**config.mk**
```make
export PLATFORM = sky130hd
export DESIGN_NAME = vga_sync_monitor
export DESIGN_NICKNAME = d
export VERILOG_FILES = /design/src/rtl/vga_sync_monitor.sv
export SDC_FILE = /design/constraint.sdc
export NUM_CORES = 1
export LEC_CHECK = 0
export BUFFER_PORTS_ARGS = -buffer_cell sky130_fd_sc_hd__buf_2
export CAP_MARGIN = 5
export CORE_ASPECT_RATIO = 0.6
export CORE_UTILIZATION = 34
export CTS_BUF_LIST = sky130_fd_sc_hd__clkbuf_4 sky130_fd_sc_hd__clkbuf_8
export CTS_CLUSTER_DIAMETER = 50
export DETAILED_ROUTE_END_ITERATION = 10
export PLACE_DENSITY = 0.54
export SYNTH_ARGS = -nofsm -noshare
export SYNTH_HDL_FRONTEND = slang
export SYNTH_SLANG_ARGS = --single-unit
```
**constraint.sdc**
```tcl
create_clock -name clk -period 6.1 [get_ports clk]
set_input_delay 1.22 -clock clk [delete_from_list [all_inputs] [get_ports clk]]
set_output_delay 1.22 -clock clk [all_outputs]
set_load 0.02 [all_outputs]
```
**src/rtl/vga_sync_monitor.sv**
```systemverilog
// Receive-side VGA timing monitor: recovers x/y/de from hsync/vsync and checks line/frame timing.
// Optional: define VGA_MON_ERR_COUNT_EN to enable the saturating err_count output.
module vga_sync_monitor #(
    parameter int H_ACTIVE    = 640,
    parameter int H_FP        = 16,
    parameter int H_SYNC      = 96,
    parameter int H_BP        = 48,
    parameter int V_ACTIVE    = 480,
    parameter int V_FP        = 10,
    parameter int V_SYNC      = 2,
    parameter int V_BP        = 33,
    parameter int SYNC_POL    = 0,
    parameter int LOCK_FRAMES = 2
) (
    input  logic       clk,
    input  logic       reset,
    input  logic       pix_en,
    input  logic       hsync,
    input  logic       vsync,
    output logic [9:0] x,
    output logic [9:0] y,
    output logic       de,
    output logic       frame_start,
    output logic       lock,
    output logic       line_err,
    output logic       frame_err,
    output logic [7:0] err_count
);
    localparam logic [9:0] H_TOTAL_C = 10'(H_ACTIVE + H_FP + H_SYNC + H_BP);
    localparam logic [9:0] H_END_C   = 10'(H_ACTIVE + H_FP + H_SYNC + H_BP - 1);
    localparam logic [9:0] V_END_C   = 10'(V_ACTIVE + V_FP + V_SYNC + V_BP - 1);
    localparam logic [9:0] H_SYNC_C  = 10'(H_SYNC);
    localparam logic [9:0] V_SYNC_C  = 10'(V_SYNC);
    localparam logic [9:0] H_FIRST   = 10'(H_SYNC + H_BP);
    localparam logic [9:0] H_LAST    = 10'(H_SYNC + H_BP + H_ACTIVE - 1);
    localparam logic [9:0] V_FIRST   = 10'(V_SYNC + V_BP);
    localparam logic [9:0] V_LAST    = 10'(V_SYNC + V_BP + V_ACTIVE - 1);
    localparam logic [9:0] CNT_MAX   = 10'd1023;
    localparam logic [3:0] LOCK_C    = 4'(LOCK_FRAMES);

    typedef enum logic [1:0] {SEARCH = 2'd0, ACQUIRE = 2'd1, LOCKED = 2'd2} state_t;

    state_t     state_q, state_d;
    logic [9:0] hcnt_q, hcnt_d, vcnt_q, vcnt_d;
    logic       hs_prev_q, hs_prev_d, vs_prev_q, vs_prev_d;
    logic [3:0] good_cnt_q, good_cnt_d, good_inc;
    logic       frame_bad_q, frame_bad_d, exempt_q, exempt_d;
    logic [9:0] x_q, x_d, y_q, y_d;
    logic       de_q, de_d, fs_q, fs_d, lock_q, lock_d;
    logic       line_err_q, line_err_d, frame_err_q, frame_err_d;
    logic       hs_act, vs_act, h_lead, h_trail, v_lead, v_trail;
    logic       checking, l_err, f_err, any_err, in_active;

    // Normalise syncs so that 1 always means "sync asserted".
    assign hs_act  = (SYNC_POL != 0) ? hsync : ~hsync;
    assign vs_act  = (SYNC_POL != 0) ? vsync : ~vsync;
    assign h_lead  = hs_act & ~hs_prev_q;
    assign h_trail = ~hs_act & hs_prev_q;
    assign v_lead  = vs_act & ~vs_prev_q;
    assign v_trail = ~vs_act & vs_prev_q;
    assign good_inc = good_cnt_q + 4'd1;

    always_comb begin
        state_d     = state_q;
        hcnt_d      = hcnt_q;
        vcnt_d      = vcnt_q;
        hs_prev_d   = hs_prev_q;
        vs_prev_d   = vs_prev_q;
        good_cnt_d  = good_cnt_q;
        frame_bad_d = frame_bad_q;
        exempt_d    = exempt_q;
        x_d         = x_q;
        y_d         = y_q;
        de_d        = de_q;
        lock_d      = lock_q;
        fs_d        = 1'b0;
        line_err_d  = 1'b0;
        frame_err_d = 1'b0;
        checking    = 1'b0;
        l_err       = 1'b0;
        f_err       = 1'b0;
        any_err     = 1'b0;
        in_active   = 1'b0;
        if (pix_en) begin
            hs_prev_d = hs_act;
            vs_prev_d = vs_act;
            if (h_lead)
                hcnt_d = '0;
            else if (hcnt_q != CNT_MAX)
                hcnt_d = hcnt_q + 10'd1;
            if (v_lead)
                vcnt_d = '0;
            else if (h_lead && vcnt_q != CNT_MAX)
                vcnt_d = vcnt_q + 10'd1;

            // The first line after leaving SEARCH is not trusted, so it is not checked.
            checking = (state_q != SEARCH) && !exempt_q;
            l_err = checking && ((h_lead && hcnt_q != H_END_C) ||
                                 (h_trail && hcnt_d != H_SYNC_C) ||
                                 (hcnt_d == H_TOTAL_C));
            f_err = checking && ((v_lead && vcnt_q != V_END_C) ||
                                 (v_trail && vcnt_d != V_SYNC_C));
            any_err     = l_err | f_err;
            line_err_d  = l_err;
            frame_err_d = f_err;
            fs_d        = v_lead;
            if (h_lead)
                exempt_d = 1'b0;

            case (state_q)
                SEARCH: begin
                    if (v_lead) begin
                        state_d     = ACQUIRE;
                        good_cnt_d  = '0;
                        frame_bad_d = 1'b0;
                        exempt_d    = 1'b1;
                    end
                end
                ACQUIRE: begin
                    if (v_lead) begin
                        frame_bad_d = 1'b0;
                        if (any_err || frame_bad_q) begin
                            good_cnt_d = '0;
                        end else begin
                            good_cnt_d = good_inc;
                            if (good_inc >= LOCK_C) begin
                                state_d = LOCKED;
                                lock_d  = 1'b1;
                            end
                        end
                    end else if (any_err) begin
                        good_cnt_d  = '0;
                        frame_bad_d = 1'b1;
                    end
                end
                LOCKED: begin
                    if (any_err) begin
                        state_d = SEARCH;
                        lock_d  = 1'b0;
                    end
                end
                default: begin
                    state_d = SEARCH;
                    lock_d  = 1'b0;
                end
            endcase

            in_active = (hcnt_d >= H_FIRST) && (hcnt_d <= H_LAST) &&
                        (vcnt_d >= V_FIRST) && (vcnt_d <= V_LAST);
            x_d  = in_active ? (hcnt_d - H_FIRST) : '0;
            y_d  = in_active ? (vcnt_d - V_FIRST) : '0;
            de_d = in_active && lock_d;
        end
    end

    always_ff @(posedge clk or posedge reset) begin
        if (reset) begin
            state_q     <= SEARCH;
            hcnt_q      <= '0;
            vcnt_q      <= '0;
            hs_prev_q   <= 1'b0;
            vs_prev_q   <= 1'b0;
            good_cnt_q  <= '0;
            frame_bad_q <= 1'b0;
            exempt_q    <= 1'b0;
            x_q         <= '0;
            y_q         <= '0;
            de_q        <= 1'b0;
            fs_q        <= 1'b0;
            lock_q      <= 1'b0;
            line_err_q  <= 1'b0;
            frame_err_q <= 1'b0;
        end else begin
            state_q     <= state_d;
            hcnt_q      <= hcnt_d;
            vcnt_q      <= vcnt_d;
            hs_prev_q   <= hs_prev_d;
            vs_prev_q   <= vs_prev_d;
            good_cnt_q  <= good_cnt_d;
            frame_bad_q <= frame_bad_d;
            exempt_q    <= exempt_d;
            x_q         <= x_d;
            y_q         <= y_d;
            de_q        <= de_d;
            fs_q        <= fs_d;
            lock_q      <= lock_d;
            line_err_q  <= line_err_d;
            frame_err_q <= frame_err_d;
        end
    end

    assign x           = x_q;
    assign y           = y_q;
    assign de          = de_q;
    assign frame_start = fs_q;
    assign lock        = lock_q;
    assign line_err    = line_err_q;
    assign frame_err   = frame_err_q;

`ifdef VGA_MON_ERR_COUNT_EN
    logic [7:0] err_count_q, err_count_d;

    // Simultaneous line and frame errors form a single event.
    always_comb begin
        err_count_d = err_count_q;
        if (any_err && err_count_q != 8'hFF)
            err_count_d = err_count_q + 8'd1;
    end

    always_ff @(posedge clk or posedge reset) begin
        if (reset)
            err_count_q <= '0;
        else
            err_count_q <= err_count_d;
    end

    assign err_count = err_count_q;
`else
    assign err_count = 8'd0;
`endif

endmodule

```
== Word level (Yosys, flattened, before mapping) ==
Cells that the tools add are included.

* Bits in registers: 55
* Bits in latches: 0
* Memory bits (writable): 0
* Memory bits (read-only): 0
* Input port bits: 5
* Output and inout bits: 33
* Word-level logic and storage cells: 106
* Memories kept: 0

* Add/subtract/negate cells: 5
* Multiply operators: 0
* Div/mod/pow operators: 0
* $lt $le $gt $ge: 5
* Equality and inequality tests: 15
* Shifts and indexed selects: 0
* Multiplexer cells: 35
* Bitwise logic cells: 9
* Reduce and logical (&&, ||, !) cells: 22

{| class="wikitable"
|+ Operators with widths
! kind !! count
|-
| $mux W10 || 8
|-
| $ne A10 B10 Y1 const B || 4
|-
| $add A10 B1 Y10 const B || 2
|-
| $le A10 B10 Y1 const B || 2
|-
| $mux W4 || 4
|-
| $mux W1 || 14
|-
| $logic_and A1 B1 Y1 || 12
|-
| $eq A10 B10 Y1 const B || 1
|-
| $ge A10 B6 Y1 const B || 1
|-
| $ge A10 B8 Y1 const B || 1
|-
| $mux W2 || 5
|-
| $ne A10 B2 Y1 const B || 1
|-
| $ne A10 B7 Y1 const B || 1
|-
| $ne A2 B2 Y1 const B || 5
|-
| $sub A10 B6 Y10 const B || 1
|-
| $sub A10 B8 Y10 const B || 1
|-
| $pmux W4 S2 || 1
|-
| $pmux W2 S3 || 1
|-
| $reduce_and A6 Y1 || 1
|-
| $add A4 B1 Y4 const B || 1
|-
| $and A1 B1 Y1 || 4
|-
| $ge A4 B2 Y1 const B || 1
|-
| $logic_or A1 B1 Y1 || 4
|-
| $not A1 Y1 || 4
|-
| other kinds (10) || 11
|}

== Depth between registers and ports, before layout ==
* Depth after elaboration: 17
* Gate-level depth with buffers: 16

== Worst setup path before layout ==
No wires, ideal clock.

* Path type: input to register
* From: in hsync
* To: reg good_cnt_q[2]
* Arrival: 3.854 ns
* Data required time: 6.036 ns
* Setup slack: 2.182 ns
* Stages: 13
* Path through: or2_2 clkbuf_1 a31oi_1 a21oi_1 nor2_1 ha_1 nor3b_1 a31o_4 a31oi_4 or4_4 buf_6 nor3b_1 a211o_1

* Cells in the longest elaborated chain, start to end: 15
* Elaborated cells on any way between the ends: 27
* Classes of those cells: eq/ne (4); mux (8); bitwise (4); reduce/logical (11)

{| class="wikitable"
|+ Ends and longest elaborated chain
! element !! line !! RTL
|-
| start: declaration || 18 || <nowiki>input logic hsync,</nowiki>
|-
| $not A1 Y1 || 55 || <nowiki>assign hs_act = (SYNC_POL != 0) ? hsync : ~hsync;</nowiki>
|-
| $and A1 B1 Y1 || 57 || <nowiki>assign h_lead = hs_act & ~hs_prev_q;</nowiki>
|-
| $logic_and A1 B1 Y1 || 93 || <nowiki>else if (h_lead && vcnt_q != CNT_MAX)</nowiki>
|-
| $mux W10 || 93 ||
|-
| $mux W10 || 91 || <nowiki>if (v_lead)</nowiki>
|-
| $mux W10 || 84 || <nowiki>if (pix_en) begin</nowiki>
|-
| $ne A10 B2 Y1 || 102 || <nowiki>(v_trail && vcnt_d != V_SYNC_C));</nowiki>
|-
| $logic_and A1 B1 Y1 || 102 ||
|-
| $logic_or A1 B1 Y1 || 101 || <nowiki>f_err = checking && ((v_lead && vcnt_q != V_END_C) ||</nowiki>
|-
| $logic_and A1 B1 Y1 || 101 ||
|-
| $or A1 B1 Y1 * || 103 || <nowiki>any_err = l_err | f_err;</nowiki>
|-
| $logic_or A1 B1 Y1 || 122 || <nowiki>if (any_err || frame_bad_q) begin</nowiki>
|-
| $mux W4 || 122 ||
|-
| $mux W4 || 120 || <nowiki>if (v_lead) begin</nowiki>
|-
| $pmux W4 S2 || 110 || <nowiki>case (state_q)</nowiki>
|-
| end signal: assignment || 179 || <nowiki>good_cnt_q <= good_cnt_d;</nowiki>
|-
| end: declaration || 46 || <nowiki>logic [3:0] good_cnt_q, good_cnt_d, good_inc;</nowiki>
|}

Every way passes the cells marked *; elsewhere a longest branch is shown, timed or not. The select of a mux whose other input is x is not followed.
A chain may end at the register's enable or synchronous reset.

== Final worst setup path ==
* From: in hsync
* To: reg de_q (netlist: de)

* Cells in the longest elaborated chain, start to end: 17
* Elaborated cells on any way between the ends: 35
* Classes of those cells: order compare (4); eq/ne (3); mux (10); bitwise (4); reduce/logical (14)

{| class="wikitable"
|+ Ends and longest elaborated chain
! element !! line !! RTL
|-
| $not A1 Y1 || 55 ||
|-
| $and A1 B1 Y1 || 57 ||
|-
| $logic_and A1 B1 Y1 || 93 ||
|-
| $mux W10 || 93 ||
|-
| $mux W10 || 91 ||
|-
| $mux W10 || 84 ||
|-
| $ne A10 B2 Y1 || 102 ||
|-
| $logic_and A1 B1 Y1 || 102 ||
|-
| $logic_or A1 B1 Y1 || 101 ||
|-
| $logic_and A1 B1 Y1 || 101 ||
|-
| $or A1 B1 Y1 || 103 ||
|-
| $logic_or A1 B1 Y1 || 122 ||
|-
| $mux W1 || 122 ||
|-
| $mux W1 || 120 ||
|-
| $pmux W1 S3 || 110 ||
|-
| $mux W1 || 84 ||
|-
| $logic_and A1 B1 Y1 * || 152 || <nowiki>de_d = in_active && lock_d;</nowiki>
|-
| end signal: assignment || 168 || <nowiki>de_q <= 1'b0;</nowiki>
|-
| end signal: assignment || 184 || <nowiki>de_q <= de_d;</nowiki>
|-
| end: declaration || 49 || <nowiki>logic de_q, de_d, fs_q, fs_d, lock_q, lock_d;</nowiki>
|}

Marks and branches as above.

==> qor.yml <==
sta:
  finalMaxSlewViolations: 0
  setup_viol: 0
  period_share: 0.708
  rsz0062_at_grt: "no"
  setup_slack_ns: 1.78
  hold_viol_final: 0
  slew_headroom: 0.419
  clock-skew-final_ns: 0.00716
  timing.setup.tns_ns: 0
  fmax_ghz: 0.231
  finalCriticalPeriod_ns: 4.32
  worst_slew_pin_slew_ns: 0.864
global_routing:
  grt_overflow: 0
  antenna_found_initial: 0
  grt_max_degree: 56
  grt_pass1_vias: 2789
  grt_pass1_wl_um: 15300
  grt_use_total: 0.174
routing:
  drtPass1Iterations: 5
  vias: 3069
  wl_um: 9520
  drc: 0
  post_drt_wl_per_cell_um: 17.2
  via_per_inst: 5.56
  first_iter_violations: 326
  antenna_left: 0
cts:
  insertion_delay_ns: 0.31
  cts_setup_buffers: 0
  cts.sinks: 55
  cts_root_buf: "clkbuf_8"
  htree_levels: 2
  postCtsHoldBufs: 0
  cts_tree: "built"
  path_clk_slew_ns: 0.09
  ctsResizeCount: 0
  cts_inserted_buffers: 5
  clock_path_buffers: 2
worst_setup_path:
  crit_required_ns: 6.29
  path_class: "in -> reg"
  critical_path_arrival_ns: 4.51
  rr_startpoint: "hcnt_q[0]"
  critPathLaunch: "hsync"
  crit_path_max_fanout: 17
  start_kind: "primary input"
  cp-end-kind: "flip-flop"
power:
  p_seq_frac: 0.524
  swShare: 0.327
  p_per_area_nw_per_um2: 198
  p_comb_frac: 0.212
  p_leak_nw: 1.80
  p_sw_uw: 261
  irDropWorstVdd_v: 0.000109
  internal_power_uw: 536
  pwr-share-clk: 0.263
yosys:
  avgSynthCellArea_um2: 9.40
  netlist_instances: 400
  synth_common_cells: "dfrtp_1 (55), nand2_1 (39), nor2_1 (32)"
  synth.most_common_cell: "dfrtp_1"
  yosysTopAreaCell: "dfrtp_1"
  synth-seq-cells: 55
  ys_dominant_reg_cell: "dfrtp_1"
  synthesis.area_um2: 3760
  yosys_warnings: 0
  yosysUniqueCellTypes: 74
  synthArstFlopShare: 1.00
  synth-seq-area-share: 0.366
  synth_top_area_frac: 0.366
  synth_area_leaders: "dfrtp_1 (37%), nand2_1 (3.9%), o2bb2ai_1 (3.7%)"
  synth_edf_count: 0
place:
  gp_congestion: 0.880
  port_buffers: 29
  dp_hpwl_um: 7000
  post-place-ws_ns: 1.45
cells_and_area:
  syn2layout_area_growth_pct: 6.99
  antennaDiodeCount: 0
  finalNetCount: 428
  drive_gt1_frac: 0.196
run_status:
  status: "finished, final reports clean"
die:
  die_height_um: 83.4
  die_w_um: 138
  dieArea_um2: 11500
  rows: 29
  io_pins: 38
  core_um2: 10700
  start_util: 0.352
job:
  maxCapViolations: 0
hold_path:
  hp-class: "reg -> reg"
  hp-start: "y[0]"
[cells by family after synthesis]
logic type,after synthesis,share of synthesized area
buffers and inverters,50,0.0676
AO/OA/AOI/OAI,103,0.217
other,1,0.000998
adder cells (fa/ha/maj),11,0.0366
multiplexers,16,0.0469
flip-flops,55,0.366
AND/OR/NAND/NOR,150,0.232
XOR/XNOR,14,0.0326
[final cells by class]
cell class | count | area [µm²]
Multi-Input combinational cell | 302 | 2150
Sequential cell | 55 | 1380
Timing Repair Buffer | 32 | 168
Clock buffer | 7 | 83.8
Tap cell | 139 | 174
Clock inverter | 1 | 5.00
Fill cell | 1080 | 6650
Inverter | 16 | 60.1
[per-layer routing]
layer / share of wire / track usage / vias up
met1: 0.54 / 0.296 / 1457
li1: - / - / 1475
met3: 0.10 / 0.0592 / 4
met4: 0.0057 / 0.0257 / 0
met2: 0.35 / 0.199 / 133
met5: 0 / 0 / -
[final timing paths]
| path | end | slack [ns] | cells past startpoint |
|---|---|---|---|
| worst min-delay path | y[0] | 0.50 | 1 |
| worst min register to register | y[0] | 0.50 | 1 |
| min in group asynchronous | good_cnt_q[3] | 1.10 | 3 |
| worst max register to register | y[9] | 2.15 | 13 |
| max in group asynchronous | y[1] | 4.50 | 3 |
| worst max-delay path | de | 1.78 | 13 |
[cell usage in the layout, fill, tap and decap left out, types with 9 or more instances in the layout]
cell	netlist	final
dfrtp_1	55	55
nand2_1	39	39
nor2_1	32	32
buf_2	8	29
a21oi_1	18	18
o21ai_0	16	16
o2bb2ai_1	16	16
inv_1	16	15
nand3_1	13	13
mux2_2	12	12
xnor2_1	11	11
ha_1	11	11
nor3_1	9	9
[state kept, by name, summed over array words and instances (netlist names), 2 cells and up]
register	flops
hcnt_q	10
vcnt_q	10
x	10
y	10
good_cnt_q	4
state_q	2
[critical path, stage by stage]
cell and delay (ns):
buf_2 0.15, or2_2 0.39, a31oi_1 0.38, xnor2_1 0.17, or2_2 0.16, inv_1 0.05, ha_1 0.25, o31ai_1 0.46
a21oi_1 0.12, a31oi_1 0.22, a311o_1 0.58, or2_4 0.29, o2bb2ai_2 0.07
[metrics by stage]
step | util | area [µm²] | hold slack (ns) | std cells | power (mW)
after floorplan | - | 3780 | 0.488 | 407 | 0.552
after global placement | 0.369 | 3930 | 0.476 | 544 | 0.593
after detailed placement | 0.369 | 3930 | 0.468 | 544 | 0.591
after CTS | 0.377 | 4020 | 0.500 | 552 | 0.803
after global routing | 0.377 | 4020 | 0.519 | 552 | 0.845
final | 0.377 | 4020 | 0.496 | 552 | 0.797
[power groups by stage]
stage	clock [mW]	combinational [mW]	sequential, mW
3_5_place_dp	0	0.168	0.424
6_report	0.210	0.169	0.418
3_3_place_gp	0	0.170	0.423
5_1_grt	0.232	0.189	0.424
4_1_cts	0.218	0.169	0.417
2_1_floorplan	0	0.143	0.410
Note: power is estimated with default switching activity, not from simulation.
